[src/rtl/ts_log_pkg.sv]
// ts_log_pkg: register offsets and STATUS/CTRL bit positions for apb_timestamp_log
package ts_log_pkg;
    typedef enum logic [1:0] {
        REG_DATA   = 2'd0,
        REG_STATUS = 2'd1,
        REG_CTRL   = 2'd2,
        REG_NONE   = 2'd3
    } reg_sel_e;
    localparam int ST_EMPTY    = 16;
    localparam int ST_FULL     = 17;
    localparam int ST_OVF      = 18;
    localparam int CTRL_EN     = 0;
    localparam int CTRL_CLR    = 1;
    localparam int CTRL_TH_LSB = 8;
endpackage

[src/rtl/ts_fifo.sv]
// ts_fifo: synchronous FIFO of 2**DEPTH_LOG2 words with occupancy count
// ports: pclk/presetn, push/pop/clr controls, din/dout data, count/full/empty status
module ts_fifo #(
    parameter int W          = 32,
    parameter int DEPTH_LOG2 = 4
) (
    input  logic                  pclk,
    input  logic                  presetn,
    input  logic                  push,
    input  logic                  pop,
    input  logic                  clr,
    input  logic [W-1:0]          din,
    output logic [W-1:0]          dout,
    output logic [DEPTH_LOG2:0]   count,
    output logic                  full,
    output logic                  empty
);
    localparam int DEPTH = 1 << DEPTH_LOG2;
    localparam int CW    = DEPTH_LOG2 + 1;
    logic [W-1:0]            mem [DEPTH];
    logic [DEPTH_LOG2-1:0]   wptr, rptr;
    logic                    do_push, do_pop;
    assign empty   = count == '0;
    assign full    = count == CW'(DEPTH);
    assign dout    = mem[rptr];
    assign do_pop  = pop & ~empty;
    // a pop frees the slot, so a push into a full FIFO may proceed alongside it
    assign do_push = push & (~full | do_pop);
    always_ff @(posedge pclk)
        if (do_push) mem[wptr] <= din;
    always_ff @(posedge pclk) begin
        if (!presetn || clr) begin
            wptr  <= '0;
            rptr  <= '0;
            count <= '0;
        end else begin
            if (do_push) wptr <= wptr + 1'b1;
            if (do_pop) rptr <= rptr + 1'b1;
            count <= count + CW'(do_push) - CW'(do_pop);
        end
    end
endmodule

[src/rtl/apb_timestamp_log.sv]
// apb_timestamp_log: APB-readable FIFO log of timer checkpoint values with threshold irq
// ports: pclk/presetn; ts_in/ts_valid push side; irq level out; APB slave psel..pslverr
module apb_timestamp_log
    import ts_log_pkg::*;
#(
    parameter int ADDRWIDTH  = 12,
    parameter int DEPTH_LOG2 = 4
) (
    input  logic                 pclk,
    input  logic                 presetn,
    input  logic [31:0]          ts_in,
    input  logic                 ts_valid,
    output logic                 irq,
    input  logic                 psel,
    input  logic [ADDRWIDTH-1:0] paddr,
    input  logic                 penable,
    input  logic                 pwrite,
    input  logic [31:0]          pwdata,
    output logic [31:0]          prdata,
    output logic                 pready,
    output logic                 pslverr
);
    reg_sel_e              sel;
    logic                  access, wr_ctrl, clear_pulse, pop, push;
    logic                  enable, overflow, full, empty;
    logic [7:0]            thresh;
    logic [31:0]           dout, status, ctrl_rd, rd_data;
    logic [DEPTH_LOG2:0]   count;
    logic                  unused;
    assign unused      = ^{paddr[ADDRWIDTH-1:4], paddr[1:0], pwdata[31:16], pwdata[7:2]};
    assign sel         = reg_sel_e'(paddr[3:2]);
    assign access      = psel & penable;
    assign wr_ctrl     = access & pwrite & (sel == REG_CTRL);
    assign clear_pulse = wr_ctrl & pwdata[CTRL_CLR];
    assign pop         = access & ~pwrite & (sel == REG_DATA);
    assign push        = ts_valid & enable & ~clear_pulse;
    assign pready      = 1'b1;
    assign pslverr     = access & (sel == REG_NONE);
    ts_fifo #(.W(32), .DEPTH_LOG2(DEPTH_LOG2)) u_fifo (
        .pclk    (pclk),
        .presetn (presetn),
        .push    (push),
        .pop     (pop),
        .clr     (clear_pulse),
        .din     (ts_in),
        .dout    (dout),
        .count   (count),
        .full    (full),
        .empty   (empty)
    );
    always_comb begin
        status                 = '0;
        status[DEPTH_LOG2:0]   = count;
        status[ST_EMPTY]       = empty;
        status[ST_FULL]        = full;
        status[ST_OVF]         = overflow;
        ctrl_rd                = '0;
        ctrl_rd[CTRL_EN]       = enable;
        ctrl_rd[CTRL_TH_LSB+:8] = thresh;
        rd_data = sel == REG_DATA   ? (empty ? '0 : dout) :
                  sel == REG_STATUS ? status :
                  sel == REG_CTRL   ? ctrl_rd : '0;
    end
    always_ff @(posedge pclk) begin
        if (!presetn) begin
            enable   <= 1'b0;
            thresh   <= '0;
            overflow <= 1'b0;
            irq      <= 1'b0;
            prdata   <= '0;
        end else begin
            if (wr_ctrl) begin
                enable <= pwdata[CTRL_EN];
                thresh <= pwdata[CTRL_TH_LSB+:8];
            end
            // a coincident pop makes room, so only an unpaired push into a full FIFO is lost
            overflow <= clear_pulse ? 1'b0 : overflow | (push & full & ~pop);
            irq      <= enable & (thresh != '0) & (32'(count) >= 32'(thresh));
            // latched at setup so the value holds through the access phase
            if (psel && !penable) prdata <= rd_data;
        end
    end
endmodule
[config.mk]
export PLATFORM = sky130hd
export DESIGN_NAME = apb_timestamp_log
export DESIGN_NICKNAME = d
export VERILOG_FILES = /design/src/rtl/ts_log_pkg.sv /design/src/rtl/ts_fifo.sv /design/src/rtl/apb_timestamp_log.sv
export SDC_FILE = /design/constraint.sdc
export NUM_CORES = 1
export LEC_CHECK = 0
export BUFFER_PORTS_ARGS = -buffer_cell sky130_fd_sc_hd__buf_2
export CAP_MARGIN = 20
export CORE_MARGIN = 2
export CORE_UTILIZATION = 48
export CTS_CLUSTER_SIZE = 20
export DETAILED_ROUTE_END_ITERATION = 8
export GPL_TIMING_DRIVEN = 0
export PLACE_DENSITY = 0.65
export SLEW_MARGIN = 5
export SYNTH_ARGS = -nofsm -noshare
export SYNTH_HDL_FRONTEND = slang
export SYNTH_HIERARCHICAL = 1
export SYNTH_SLANG_ARGS = --single-unit
[constraint.sdc]
create_clock -name pclk -period 7.5 [get_ports pclk]
set_input_delay 1.125 -clock pclk [delete_from_list [all_inputs] [get_ports pclk]]
set_output_delay 1.125 -clock pclk [all_outputs]
set_load 0.02 [all_outputs]
Word level (Yosys, flattened, before mapping)
Memories as Yosys holds them, arrays and structs flattened. A register that Yosys moved wholly into a read port is not among the register bits. Index checks and enable logic that the tools add are counted. Widths: inputs -> output; s select.

$add $sub $neg: 4. Multipliers: 0. Div/mod/pow operators: 0. Order comparisons: 1. Equal/unequal tests: 4. Shifts and indexed selects: 0. Multiplexer cells: 8. Bitwise gates (word level): 23. Reduce and logical (&&, ||, !) cells: 8.

Operator list (count): $mux 32 (2); $mux 19 (1); $mux 16 (1); $and 1x1->1 (15); $add 4x1->4 const B (2); $ge 5x8->1 (1); $mux 4 (2); $reduce_bool 8->1 (1); $not 1->1 (6); $add 5x1->5 (1); $eq 5x5->1 const B (1); $logic_not 5->1 (1); $sub 5x1->5 (1); $eq 2x2->1 const B (2); $eq 2x1->1 const B (1); $logic_not 1->1 (2); $logic_not 2->1 (1); $mux 1 (2); $or 1x1->1 (2); $reduce_or 2->1 (1); $logic_and 1x1->1 (1); $logic_or 1x1->1 (1).

Register bits after elaboration: 56. Latch bits: 0. Bits in writable memories: 512. ROM bits: 0. Input port bits: 82. Output and inout bits: 35. Word-level logic and storage cells: 57. Memories kept: 1.

Memory list: u_fifo.mem (words 16, bits a word 32, rd ports 1, clocked after memory_dff 1, wr ports 1, line ts_fifo.sv:20) `logic [W-1:0] mem [DEPTH];`.

Longest topological paths before layout
Word-level depth: 9. Depth in mapped cells: 14. Mapped depth without buffers: 13.

Hierarchy
Netlist, hierarchy kept.

Modules (own cells, without submodules): ts_fifo (instances 1, cells an instance 897, area each 20046.7 um^2, seq. area each 15715.1 um^2); apb_timestamp_log (instances 1, cells an instance 173, area each 1785.5 um^2, seq. area each 860.8 um^2).

Worst setup path after synthesis
Ideal clock, no wire load.

Path type: input-to-reg. Start: in paddr[3]. End: mem u_fifo.mem[7][0], enable pin. Arrival: 5.438 ns. Path slack: 1.549 ns. Stages on the path: 3. Buffers on the path: 0. Path through: nor4_1 -> o41ai_4 -> nor4b_1.

Cells in the longest elaborated chain, start to end: 8. Elaborated cells between the ends (all ways): 12.

RTL lines: start: declaration (line apb_timestamp_log.sv:15) `input logic [ADDRWIDTH-1:0] paddr,`; $eq 2x2->1 (line apb_timestamp_log.sv:33) `assign wr_ctrl = access & pwrite & (sel == REG_CTRL);`; $and 1x1->1 (line apb_timestamp_log.sv:33); $and 1x1->1 (line apb_timestamp_log.sv:34) `assign clear_pulse = wr_ctrl & pwdata[CTRL_CLR];`; $not 1->1 (line apb_timestamp_log.sv:36) `assign push = ts_valid & enable & ~clear_pulse;`; $and 1x1->1 (line apb_timestamp_log.sv:36); $and 1x1->1 (*) (line ts_fifo.sv:28) `assign do_push = push & (~full | do_pop);`; $mux 1 (*) (line ts_fifo.sv:30) `if (do_push) mem[wptr] <= din;`; $mux 1 (implied by the code) (*) (line ts_fifo.sv:30); end: declaration (line ts_fifo.sv:20).

Every way passes the cells marked *; elsewhere a longest branch is shown, timed or not.

Worst setup path in the final report
Start: in paddr[3]. End: reg u_fifo.count[4].

Elaborated cells between the ends (all ways): 13.

RTL lines: $logic_not 2->1 (*) (line apb_timestamp_log.sv:35) `assign pop = access & ~pwrite & (sel == REG_DATA);`; $and 1x1->1 (*) (line apb_timestamp_log.sv:35); named net pop (line apb_timestamp_log.sv:24) `logic access, wr_ctrl, clear_pulse, pop, push;`; $and 1x1->1 (*) (line ts_fifo.sv:26) `assign do_pop = pop & ~empty;`; $or 1x1->1 (line ts_fifo.sv:28); $and 1x1->1 (line ts_fifo.sv:28); $add 5x1->5 (line ts_fifo.sv:39) `count <= count + CW'(do_push) - CW'(do_pop);`; $sub 5x1->5 (*) (line ts_fifo.sv:39); end signal: assignment (line ts_fifo.sv:39); end: declaration (line ts_fifo.sv:14) `output logic [DEPTH_LOG2:0] count,`.

Mark *: on every way through the listed nets, which the timed path passes. The rest lies on a longest branch. A chain may end at the register's enable or synchronous reset.

==> reports/qor.csv <==
stage,metric,value,unit
run_status,outcome,completed,
worst_setup_path,crit_chain,buf_2 > nor4_1 > o41ai_4 > buf_2 > ha_1 > inv_1 > ha_1 > fa_1 > a21oi_1 > nor2_1 > or3_1 > a21oi_1,
sta,worst_pin_slew,1.233,ns
sta,max_freq,241.7,MHz
clocking,h-tree-depth,2,
sta,rsz0062_at_grt,false,
pwr,p_per_area,259.9,nW/µm²
global_route,grtUsageTotal,0.2212,
global_route,grt_pass1_wl,74.88,mm
clocking,cts_num_sinks,572,
flow_run,maxCapViolations,0,
place,gp_congestion,0.7758,
synthesis,syn_nets,1169,
place,dp.cells,1791,
sta,finalCriticalPeriod,4.138,ns
worst_setup_path,slowest_delay,1.04,ns
global_route,overflow,0,
synthesis,ys_warn_count,6,
pwr,p_leak,8.338,nW
place,dp_slack,2.860,ns
global_route,grt_max_degree,23,
synthesis,yosys_register_bits,572,
worst_setup_path,cp_top_family,simple AND/OR/NAND/NOR gates,
worst_setup_path,required,8.04,ns
floorplan,die_w,217.3,µm
synthesis,ys_seq_area_frac,0.7592,
sta,setup_ws,3.362,ns
clocking,cts-root-buf,clkbuf_16,
place,numPortBuffers,83,
routing,avgViaCountPerCell,5.936,
floorplan,dieArea,47210,µm²
worst_setup_path,cp_slowest_cell,nor4_1,
place,dpl_cell_area,23550,µm²
worst_setup_path,cp-end-kind,flip-flop,
clocking,worstSkewPairLatency,0.62,ns
routing,ant_nets,0,
final_layout,layout_common_cells,"edfxtp_1 (512), mux4_2 (128), buf_2 (95)",
sta,hold_slack,0.4688,ns
clocking,clk_path_buf_depth,3,
pwr,pwr-share-comb,0.027,
routing,detail_route.iter0.violations,1252,
pwr,p_sw_frac,0.2023,
place,dpl.hpwl,32.29,mm
sta,hold_violations,0,
clocking,post_cts_resized,0,
routing,post_drt_wl_per_cell,27.00,µm
worst_setup_path,startpoint_type,primary input,
synthesis,synth_cell_type_count,44,
clocking,cts_tree,built,
global_route,antenna_found_initial,3,
routing,drt-pass1-iter-count,8,
worst_setup_path,crit_fanout,10,
pwr,switching_power,1.342,mW
pwr,p_int,5.294,mW
final_layout,final_common_cell,edfxtp_1,
pwr,pwr-share-seq,0.526,
sta,setup_viol,0,
routing,wl,51.30,mm
final_layout,drive_above_1_share,0.2995,
pwr,p_total,6.636,mW
final_layout,utilization,0.5663,
synthesis,syn_area_per_cell,20.40,µm²
global_route,grt_pass1_vias,11270,
worst_setup_path,path_buf_inv,3,
sta,fin_tns_setup,0,ns
floorplan,die_height,217.3,µm
synthesis,synth_cells,1070,
final_layout,fillCellCount,3376,
routing,drc,0,
clocking,clk_pin_slew,0.06,ns
clocking,cts_setup_buffers,0,
synthesis,synth-edff-count,512,
routing,vias,11280,
floorplan,start_util,0.4842,
clocking,cts_buffers,58,
worst_setup_path,cp.arrival,4.68,ns
floorplan,rows,78,
final_layout,instances_no_fill,1900,
worst_setup_path,path_class,primary input to flip-flop,
worst_hold_path,hold_path.class,flip-flop to flip-flop,
final_layout,nets,1350,
sta,period_share,0.5518,
floorplan,num_io_pins,117,
pwr,clockPowerShare,0.447,
sta,max_slew_margin,0.1703,
synthesis,synthFlopType,edfxtp_1,
synthesis,syn-cell-area,21830,µm²
worst_setup_path,crit_start,paddr[3],
sta,worst_clock_skew,0.02209,ns
pwr,ir_drop,186.3,µV
floorplan,core-area,45090,µm²
sta,drv_slew,0,
worst_setup_path,reg2reg_from,u_fifo/count[2],
synthesis,synthArstFlopShare,0,
final_layout,syn2layout_area_growth,16.95,%
worst_hold_path,hp-start,prdata[5],
clocking,holdBufCountCts,0,
final_layout,stdcell_area,25530,µm²
==> worst register-to-register path, cell delays in order, from the launching register on <==
cell and delay (ns):
dfxtp_1 0.36, inv_1 0.10, ha_1 0.17, nand2_1 0.10, o41ai_4 0.55, buf_2 0.45
ha_1 0.20, inv_1 0.04, ha_1 0.20, fa_1 0.44, a21oi_1 0.16, nor2_1 0.08
or3_1 0.37, a21oi_1 0.15
==> synth_stat cells, drive strengths merged (15+ instances only) <==
| library cell | number | share of area |
|---|---|---|
| edfxtp | 512 | 0.70 |
| nor2 | 17 | 0.0029 |
| nand2 | 60 | 0.010 |
| a221o | 15 | 0.0069 |
| dfxtp | 60 | 0.055 |
| a22oi | 64 | 0.022 |
| and3 | 22 | 0.0063 |
| a22o | 16 | 0.0064 |
| clkbuf | 26 | 0.0045 |
| mux4 | 128 | 0.13 |
| buf | 35 | 0.0095 |
| inv | 15 | 0.0026 |
| ha | 16 | 0.0092 |
==> registers in the layout, summed over array words and instances, names as in the netlist, named ones only <==
register	cells
irq	1
u_fifo/count	5
u_fifo/rptr	4
u_fifo/mem	512
overflow	1
u_fifo/wptr	4
prdata	32
thresh	8
enable	1
==> final timing paths <==
path	endpoint	slack [ns]	cells after the start
min	prdata[5]	0.47	1
min reg2reg	prdata[5]	0.47	1
max reg2reg	u_fifo/count[4]	4.05	13
max	u_fifo/count[4]	3.36	12
==> layout make-up <==
| cell class | count | area (µm²) | share of cell area |
|---|---|---|---|
| Sequential cell | 572 | 16580 | 0.6492 |
| Antenna cell | 1 | 2.502 | 0.00009801 |
| Tap cell | 600 | 750.7 | 0.02940 |
| Clock inverter | 34 | 380.4 | 0.01490 |
| Inverter | 15 | 56.30 | 0.002205 |
| Buffer | 61 | 304.0 | 0.01191 |
| Timing Repair Buffer | 121 | 898.4 | 0.03519 |
| Clock buffer | 74 | 1602 | 0.06273 |
| Multi-Input combinational cell | 422 | 4962 | 0.1944 |
==> cell families after synthesis <==
logic type	Yosys count	synth area share
flops	572	0.7592
simple gates	145	0.03318
mux	137	0.1362
compound gates	115	0.04184
buf+inv	76	0.01650
fa+ha+maj	17	0.01009
xor+xnor	7	0.002808
other cells	1	0.0001718
==> power by group through the flow <==
stage	clock, mW	sequential [mW]	combinational [mW]
detailed placement	0	3.56	0.181
CTS	3.02	3.49	0.183
global placement	0	3.56	0.174
global route	3.14	3.49	0.202
finish	2.96	3.49	0.182
floorplan	0	3.56	0.0941
==> layer usage <==
layer | routed length, µm | part of all wire | global-route usage
met1 | 21480 | 0.42 | 0.3162
met2 | 24440 | 0.48 | 0.3517
met3 | 4012 | 0.078 | 0.04123
met4 | 1348 | 0.026 | 0.06370
met5 | 18 | 0.00035 | 0
(Power assumes the default switching activity.)
